<file path="config.mk">
export PLATFORM = sky130hd
export DESIGN_NAME = data_mem_bridge
export DESIGN_NICKNAME = d
export VERILOG_FILES = /design/src/rtl/data_mem_bridge.sv
export SDC_FILE = /design/constraint.sdc
export NUM_CORES = 1
export LEC_CHECK = 0
export ABC_AREA = 1
export CAP_MARGIN = 20
export CORE_MARGIN = 2
export CORE_UTILIZATION = 30
export DETAILED_ROUTE_END_ITERATION = 10
export SLEW_MARGIN = 20
export SYNTH_ARGS = -nofsm -noshare
export SYNTH_HDL_FRONTEND = slang
export SYNTH_SLANG_ARGS = --single-unit
</file>
<file path="constraint.sdc">
create_clock -name clk -period 1.3 [get_ports clk]
set_input_delay 0.13 -clock clk [delete_from_list [all_inputs] [get_ports clk]]
set_output_delay 0.13 -clock clk [all_outputs]
set_load 0.02 [all_outputs]
</file>
<file path="src/rtl/data_mem_bridge.sv">
// data_mem_bridge
//
// Purpose:
//   Connects the CPU core's single-cycle data-RAM port to a data memory or bus
//   slave whose latency varies. The slave uses a req/ack handshake. Only one
//   access is in flight at a time. The CPU is held on cpu_stall until that
//   access completes, and read data comes back on a register.
//
//   If the slave does not acknowledge within TIMEOUT cycles, the access is
//   aborted. The sticky bus_err flag is then set, and a read returns ERR_DATA.
//
// Optional feature (macro DATA_MEM_BRIDGE_WBUF_EN):
//   Adds a one-entry posted write buffer. A write is accepted without stalling
//   and completes in the background. Its completion returns straight to IDLE.
//   Any new access presented while that write is outstanding is stalled.
//
// Ports:
//   clk        in   1   clock, rising edge
//   rst        in   1   asynchronous reset, active low
//   cpu_ena    in   1   CPU access request this cycle
//   cpu_wea    in   4   byte write strobes, 0 = read
//   cpu_addr   in  32   byte address
//   cpu_wdata  in  32   write data
//   cpu_rdata  out 32   registered read data
//   cpu_stall  out  1   stall request to the CPU hazard logic
//   bus_err    out  1   sticky timeout flag
//   mem_req    out  1   request to the slave
//   mem_wr     out  1   1 = write
//   mem_wstrb  out  4   byte strobes
//   mem_addr   out 32   word-aligned address
//   mem_wdata  out 32   write data
//   mem_ack    in   1   slave completion pulse
//   mem_rdata  in  32   slave read data, valid with mem_ack

module data_mem_bridge #(
  parameter int unsigned TIMEOUT  = 255,
  parameter logic [31:0] ERR_DATA = 32'hDEAD_BEEF
) (
  input  logic        clk,
  input  logic        rst,
  input  logic        cpu_ena,
  input  logic [3:0]  cpu_wea,
  input  logic [31:0] cpu_addr,
  input  logic [31:0] cpu_wdata,
  output logic [31:0] cpu_rdata,
  output logic        cpu_stall,
  output logic        bus_err,
  output logic        mem_req,
  output logic        mem_wr,
  output logic [3:0]  mem_wstrb,
  output logic [31:0] mem_addr,
  output logic [31:0] mem_wdata,
  input  logic        mem_ack,
  input  logic [31:0] mem_rdata
);

  typedef enum logic [1:0] {
    ST_IDLE = 2'd0,
    ST_WAIT = 2'd1,
    ST_DONE = 2'd2
  } state_t;

  // The counter holds the number of WAIT cycles already spent. When it reaches
  // TIMEOUT-1 with no ack, mem_req has been high for exactly TIMEOUT cycles.
  localparam logic [7:0] CNT_LAST = 8'(TIMEOUT - 1);

  state_t      state_q, state_d;
  logic [7:0]  cnt_q, cnt_d;
  logic [31:0] rdata_q, rdata_d;
  logic        err_q, err_d;
  logic        req_q, req_d;
  logic        wr_q, wr_d;
  logic [3:0]  strb_q, strb_d;
  logic [31:0] addr_q, addr_d;
  logic [31:0] wdata_q, wdata_d;
  logic        accept_stall;
  logic        wait_stall;
  logic        finish_to_idle;

  // The slave is addressed by word, so the byte offset is never forwarded.
  logic unused_addr_bits;
  assign unused_addr_bits = ^cpu_addr[1:0];

`ifdef DATA_MEM_BRIDGE_WBUF_EN
  logic posted_q, posted_d;

  // A write is posted and does not stall on accept. While a posted write is
  // outstanding, the CPU is free to run and stalls only if it presents
  // another access.
  assign accept_stall   = cpu_ena && (cpu_wea == 4'h0);
  assign wait_stall     = posted_q ? cpu_ena : 1'b1;
  assign finish_to_idle = posted_q;

  always_ff @(posedge clk or negedge rst) begin
    if (!rst) posted_q <= 1'b0;
    else      posted_q <= posted_d;
  end
`else
  assign accept_stall   = cpu_ena;
  assign wait_stall     = 1'b1;
  assign finish_to_idle = 1'b0;
`endif

  always_ff @(posedge clk or negedge rst) begin
    if (!rst) begin
      state_q <= ST_IDLE;
      cnt_q   <= 8'd0;
      rdata_q <= 32'd0;
      err_q   <= 1'b0;
      req_q   <= 1'b0;
      wr_q    <= 1'b0;
      strb_q  <= 4'h0;
      addr_q  <= 32'd0;
      wdata_q <= 32'd0;
    end else begin
      state_q <= state_d;
      cnt_q   <= cnt_d;
      rdata_q <= rdata_d;
      err_q   <= err_d;
      req_q   <= req_d;
      wr_q    <= wr_d;
      strb_q  <= strb_d;
      addr_q  <= addr_d;
      wdata_q <= wdata_d;
    end
  end

  always_comb begin
    state_d   = state_q;
    cnt_d     = cnt_q;
    rdata_d   = rdata_q;
    err_d     = err_q;
    req_d     = req_q;
    wr_d      = wr_q;
    strb_d    = strb_q;
    addr_d    = addr_q;
    wdata_d   = wdata_q;
    cpu_stall = 1'b0;
`ifdef DATA_MEM_BRIDGE_WBUF_EN
    posted_d  = posted_q;
`endif

    case (state_q)
      ST_IDLE: begin
        cpu_stall = accept_stall;
        if (cpu_ena) begin
          req_d   = 1'b1;
          wr_d    = |cpu_wea;
          strb_d  = cpu_wea;
          addr_d  = {cpu_addr[31:2], 2'b00};
          wdata_d = cpu_wdata;
          cnt_d   = 8'd0;
          state_d = ST_WAIT;
`ifdef DATA_MEM_BRIDGE_WBUF_EN
          posted_d = |cpu_wea;
`endif
        end
      end

      ST_WAIT: begin
        cpu_stall = wait_stall;
        if (mem_ack || (cnt_q == CNT_LAST)) begin
          req_d   = 1'b0;
          cnt_d   = 8'd0;
          state_d = finish_to_idle ? ST_IDLE : ST_DONE;
`ifdef DATA_MEM_BRIDGE_WBUF_EN
          posted_d = 1'b0;
`endif
          // An ack in the final counted cycle still wins over the timeout.
          if (mem_ack) begin
            if (!wr_q) rdata_d = mem_rdata;
          end else begin
            err_d = 1'b1;
            if (!wr_q) rdata_d = ERR_DATA;
          end
        end else begin
          cnt_d = cnt_q + 8'd1;
        end
      end

      // The CPU is still presenting the request that just completed, so
      // cpu_ena is deliberately ignored here.
      ST_DONE: begin
        state_d = ST_IDLE;
      end

      default: begin
        state_d = ST_IDLE;
      end
    endcase
  end

  assign cpu_rdata = rdata_q;
  assign bus_err   = err_q;
  assign mem_req   = req_q;
  assign mem_wr    = wr_q;
  assign mem_wstrb = strb_q;
  assign mem_addr  = addr_q;
  assign mem_wdata = wdata_q;

endmodule

</file>
==> results.yml, run 1 <==
run_status:
  run_status: "finished, violations left"
  failed_checks: "setup timing"
timing:
  setup_tns_ns: -5.54
  max_freq_mhz: 676
  report.final.hold_viol_count: 0
  slew_violations: 0
  rsz0062_at_grt: "true"
  report.final.setup_viol: 42
  timing.final.ws_setup_ns: -0.180
  fin_worst_skew_ns: 0.00604
  timing.final.crit_share_pct: 114
  period_minus_slack_ns: 1.48
drt:
  wire_per_inst_um: 14.7
  dr_drc_count: 0
  vias: 4321
  detailedRoute.firstIterationViolations: 205
  postRouteWirelength_mm: 13.9
  detailedRoute.firstPassIterationCount: 4
  antenna_left: 0
  route.detailed.vias_per_inst: 4.57
placed_design:
  numPortBuffers: 203
  placed_cell_area_mm2: 0.00702
  detailedPlacementHpwl_mm: 9.64
  gpl.final_weighted_congestion: 0.798
  pre_cts_ws_ns: -0.258
cells_and_area:
  finalCoreUtilization_pct: 49.1
  antenna_cells: 0
  fillCellCount: 1456
  flow.area_growth_from_synthesis_pct: 60.1
  layout.cells.most_common: "nand2_1"
  final_nets: 859
  final_cell_mix: "259 x nand2_1, 111 x dfrtp_1, 101 x dlygate4sd2_1"
  post_route_cells_drive_above_1_share_pct: 15.4
  final_cell_area_mm2: 0.00744
logic_synthesis:
  synthesis.instances: 532
  synth-compound-area-share_pct: 0.969
  post_synth_num_cell_types: 27
  synth_largest_area_cell: "dfrtp_1"
  synth_top_family_by_area: "simple AND/OR/NAND/NOR gates"
  flop_and_latch_count_out_of_synthesis: 111
  syn_area_per_cell_um2: 8.73
  synth_simple_gate_area_share_pct: 33.5
  main_area_contributors_after_synthesis: "dfrtp_1 60%, nand2_1 23%, nand4_1 4.4%, or2_2 3.2%, clkbuf_1 1.1%"
  synth_xor_xnor_area_share_pct: 0.565
  synth_fa_ha_area_share_pct: 0.539
  synth-seq-area-share_pct: 59.8
  yosysWarningCount: 0
  synth_top_area_share_pct: 59.8
  netlist_area_mm2: 0.00465
  synth.area.mux_share_pct: 0
worst_setup_path:
  critPathArrivalTime_ns: 1.71
  cp_max_fo: 16
  cp-start-kind: "register"
  kind_of_end_point_of_the_critical_path: "register"
  r2r_setup_slack_ns: -0.18
  cp_data_required_time_ns: 1.53
  timing_worst_setup_path_type: "reg -> reg"
floorplanning:
  die_x_um: 128
  design.core.area_mm2: 0.0151
  design.die.area_mm2: 0.0165
  num_io_pins: 208
  die-height_um: 128
  floorplan.rows: 45
  initial_core_util_pct: 30.7
job:
  maxcap_violations: 0
power:
  irDropWorstVdd_mv: 0.890
  pwr-share-clk_pct: 16.1
  switching_power_share_of_the_total_pct: 42.1
  int_power_mw: 9.32
  seq_power_share_pct: 36.6
  power.switching_mw: 6.77
  total_leakage_power_nw: 3.90
  power_mw: 16.1
  power_per_cell_area_mw_per_mm2: 2160
  p_comb_share_pct: 47.2
clock_tree:
  numClockSinks: 111
  cts-htree-levels: 3
  clockBufferDepth: 2
  tritoncts_clock_tree: "yes"
  inserted_clock_buffers: 9
  register_clock_pin_slew_on_the_reported_worst_setup_and_hold_paths_ns: 0.07
  cts_root_buf: "clkbuf_16"
  clk_latency_ns: 0.35
hold_path:
  hp-class: "in -> async"
grt:
  grt.total_usage_pct: 16.7
  grt_pass1_wl_mm: 22.1
  grt_start_max_net_pins: 54
  first_global_vias: 4432
  grt_remaining_overflow: 0
  grt_antenna_before_repair: 0
-- metrics by stage --
step | cells | hold WS (ns)
6_report | 946 | 0.263
5_1_grt | 946 | 0.291
4_1_cts | 940 | 0.262
3_5_place_dp | 921 | 0.0983
3_3_place_gp | 921 | 0.0938
2_1_floorplan | 533 | -0.166
-- synth_stat cells --
cell,instances
inv_2,1
nand3_4,1
nand3_2,1
dfrtp_1,111
nand2_1,284
a21oi_1,1
ha_1,2
conb_1,1
o21ai_0,5
buf_6,3
nand3_1,4
nand2_2,2
nand4_1,33
nor2_4,1
nor3_1,1
buf_2,9
xor2_1,2
inv_1,11
a21o_1,1
or2_2,24
nor2_1,12
clkinv_1,1
nand2_4,1
buf_4,5
clkbuf_1,13
a22oi_1,1
xnor2_1,1
-- cell families (layout without fill, tap and decap cells) --
family | count (synthesis) | in the layout
buffers and inverters | 43 | 268
adder cells (fa/ha/maj) | 2 | 2
XOR/XNOR | 3 | 3
AND/OR/NAND/NOR | 364 | 364
flip-flops | 111 | 111
other | 1 | 2
AO/OA/AOI/OAI | 8 | 8
-- flip-flops by register name (all words and copies together) (netlist names) --
name / flops
cnt_q: 8
mem_addr: 30
bus_err: 1
mem_wdata: 32
cpu_rdata: 32
state_q: 2
mem_wstrb: 4
mem_req: 1
mem_wr: 1
-- what timing repair did --
action,4_1_cts,5_1_grt
pin swaps,1,1
setup endpoints to repair,144,99
gates resized for setup,110,48
hold buffers,1,0
gates cloned,0,3
buffers inserted,2,3
endpoints found under the hold margin,27,0
-- critical path, cell delays in order, from the launching register on --
cell,delay (ns)
dfrtp_1,0.40
inv_2,0.09
ha_4,0.13
nand2_2,0.04
nor2_2,0.09
nand2_2,0.09
nand2_4,0.10
nand3_4,0.12
clkbuf_16,0.21
nand2_1,0.06
nand2_1,0.05
-- path summary, 6_finish.rpt --
| kind | start | endpoint | cells after the start |
|---|---|---|---|
| max | cnt_q[0] | cpu_rdata[19] | 10 |
| min | rst | cpu_rdata[31] | 2 |
| max reg2reg | cnt_q[0] | cpu_rdata[19] | 10 |
| min reg2reg | bus_err | bus_err | 1 |
| max in group asynchronous | rst | mem_addr[8] | 3 |
| min in group clk | cpu_wdata[8] | mem_wdata[8] | 3 |
-- routing by layer --
| metal | track usage, % | up-vias | routed length [um] |
|---|---|---|---|
| met2 | 26.6 | 154 | 6440 |
| met4 | 6.21 | 0 | 257 |
| met3 | 5.24 | 19 | 1060 |
| li1 | - | 2092 | - |
| met5 | 0 | - | 0 |
| met1 | 21.5 | 2056 | 6120 |
-- area by class of cell --
class	instances	area, um2	share of cell area (%)
Inverter	13	51.3	0.690
Timing Repair Buffer	239	2300	30.9
Tap cell	188	235	3.16
Multi-Input combinational cell	379	1800	24.2
Sequential cell	111	2780	37.3
Clock buffer	11	243	3.26
Clock inverter	5	33.8	0.454
-- power by group through the flow --
stage	combinational, mW	clock (mW)	sequential (mW)
5_1_grt	8.34	2.82	6.11
4_1_cts	7.34	2.70	5.82
6_report	7.59	2.60	5.89
2_1_floorplan	2.14	0	7.66
3_5_place_dp	8.36	0	5.89
3_3_place_gp	8.25	0	5.84
(Power assumes the default switching activity.)
==> run 2: changes to the inputs <==
CORE_MARGIN = 5   (was 2)
==> run 2 against run 1 <==
Via count shrank 2.5%; routed wire length is 1.6% lower; total power down 0.26%; non-clock buffer count decreased by 5; core utilization fell by 0.84 points; first-iteration DRC count is 11% higher; clock power up 6%; critical path depth did not move; highest routed layer unchanged; the run still ends with setup timing left; clock skew rose by 0.0016 ns.
==> results.yml, run 2 (synthesis gave the netlist of run 1 again) <==
timing:
  report.final.hold_viol_count: 0
  report.final.setup_viol: 39
  rsz0062_at_grt: "true"
  fin_worst_skew_ns: 0.00767
  slew_violations: 0
  timing.final.crit_share_pct: 107
  period_minus_slack_ns: 1.39
  max_freq_mhz: 719
  setup_tns_ns: -2.43
  timing.final.ws_setup_ns: -0.0910
cells_and_area:
  finalCoreUtilization_pct: 48.3
  flow.area_growth_from_synthesis_pct: 57.9
  antenna_cells: 0
  post_route_cells_drive_above_1_share_pct: 12.6
  fillCellCount: 1428
  layout.cells.most_common: "nand2_1"
  final_nets: 854
  final_cell_area_mm2: 0.00734
  final_cell_mix: "274 x nand2_1, 111 x dfrtp_1, 101 x dlygate4sd2_1"
worst_setup_path:
  critical_path_s_slowest_cell: "dfrtp_1"
  cp-start-kind: "register"
  r2r-start: "cnt_q[0]"
  cp_data_required_time_ns: 1.54
  worst_path_largest_cell_delay_ns: 0.39
  kind_of_end_point_of_the_critical_path: "register"
  timing.critical_path.from: "cnt_q[0]"
  critPathArrivalTime_ns: 1.63
  worstPathBufferInverterCount: 2
  timing_worst_setup_path_type: "reg -> reg"
  critical_path.top_delay_family: "simple AND/OR/NAND/NOR gates"
  critical_path.cell_chain: "inv_2, ha_4, nand2_2, nor2_2, nand2_2, nand2_4, nand3_4, buf_12, nand2_1, nand2_1"
  cp_max_fo: 25
drt:
  detailedRoute.firstIterationViolations: 228
  vias: 4213
  antenna_left: 0
  wire_per_inst_um: 14.5
  dr_drc_count: 0
  detailedRoute.firstPassIterationCount: 4
  route.detailed.vias_per_inst: 4.48
  postRouteWirelength_mm: 13.7
hold_path:
  hp-class: "in -> async"
clock_tree:
  register_clock_pin_slew_on_the_reported_worst_setup_and_hold_paths_ns: 0.07
  clk_latency_ns: 0.35
  cts_root_buf: "clkbuf_16"
  numClockSinks: 111
  clockBufferDepth: 2
  cts-htree-levels: 3
  tritoncts_clock_tree: "yes"
  inserted_clock_buffers: 9
grt:
  grt.total_usage_pct: 15.3
  first_global_vias: 4380
  grt_start_max_net_pins: 53
  grt_antenna_before_repair: 0
  grt_pass1_wl_mm: 22.5
  grt_remaining_overflow: 0
power:
  switching_power_share_of_the_total_pct: 41.2
  irDropWorstVdd_mv: 0.991
  int_power_mw: 9.44
  power.switching_mw: 6.60
  p_comb_share_pct: 46.7
  pwr-share-clk_pct: 17.2
  power_per_cell_area_mw_per_mm2: 2190
  total_leakage_power_nw: 3.87
  power_mw: 16.0
  seq_power_share_pct: 36.1
run_status:
  failed_checks: "setup timing"
  run_status: "finished, violations left"
floorplanning:
  design.core.area_mm2: 0.0152
  initial_core_util_pct: 30.6
  num_io_pins: 208
  floorplan.rows: 45
  die-height_um: 134
  die_x_um: 134
  design.die.area_mm2: 0.0181
placed_design:
  placed_cell_area_mm2: 0.00706
  numPortBuffers: 203
  pre_cts_ws_ns: -0.221
  detailedPlacementHpwl_mm: 9.83
  gpl.final_weighted_congestion: 0.776
job:
  maxcap_violations: 0
[run 2: cell types whose count changed in the layout (fill, tap and decap cells not counted), sizes merged]
cell,before,now
bufinv,0,1
clkbuf,14,13
clkinvlp,2,1
clkinv,4,2
buf,34,32
[run 2: power groups by stage]
stage	Sequential, mW	Clock, mW	Combinational, mW
after floorplan	7.66	0	2.14
after global placement	5.83	0	8.42
after detailed placement	5.86	0	8.50
after CTS	5.78	2.88	7.55
after global routing	5.99	3.00	8.19
final	5.79	2.76	7.49
[run 2: worst register-to-register path, delay by kind of cell (launching register included)]
family / cells / cell delay, ns
and+or+nand+nor: 7 / 0.50
DFF: 1 / 0.39
buffers and inverters: 2 / 0.25
adders and majority gates: 1 / 0.13
[run 2: cell type report]
type | count | area (um2) | area share, %
clock buffer | 13 | 250 | 3.41
clock inverter | 3 | 42.5 | 0.580
inverter | 13 | 48.8 | 0.665
sequential | 111 | 2780 | 37.8
tap | 188 | 235 | 3.20
multi-input combinational | 379 | 1720 | 23.5
timing repair buffer | 234 | 2260 | 30.8
[run 2: path summary, 6_finish.rpt]
check                                end  slack, ns  depth (start not counted)
setup / recovery           cpu_rdata[28]      -0.09                         10
hold / removal              cpu_rdata[8]       0.23                          2
setup reg to reg           cpu_rdata[28]      -0.09                         10
hold reg to reg                  bus_err       0.46                          1
max in group asynchronous   mem_addr[21]       0.49                          3
min in group clk           mem_wdata[29]       0.32                          3
[run 2: repair_timing]
action / 4_1_cts / 5_1_grt
hold buffers: 1 / 0
resized for setup: 117 / 20
setup endpoints to repair: 143 / 45
pin swaps: 3 / 1
endpoints found under the hold margin: 21 / 0
setup buffers: 5 / 0
[run 2: layer usage]
metal | vias to the layer above | track usage (%) | routed length, um
met4 | 0 | 5.37 | 279
met1 | 1954 | 19.8 | 5960
met3 | 19 | 5.14 | 1060
met2 | 151 | 24.2 | 6360
met5 | - | 0 | 0
li1 | 2089 | - | -
[run 2: per-stage QoR]
step | cells | hold slack (ns)
4_1_cts | 942 | 0.217
3_5_place_dp | 920 | 0.0540
5_1_grt | 941 | 0.254
2_1_floorplan | 533 | -0.166
6_report | 941 | 0.226
3_3_place_gp | 920 | 0.0516
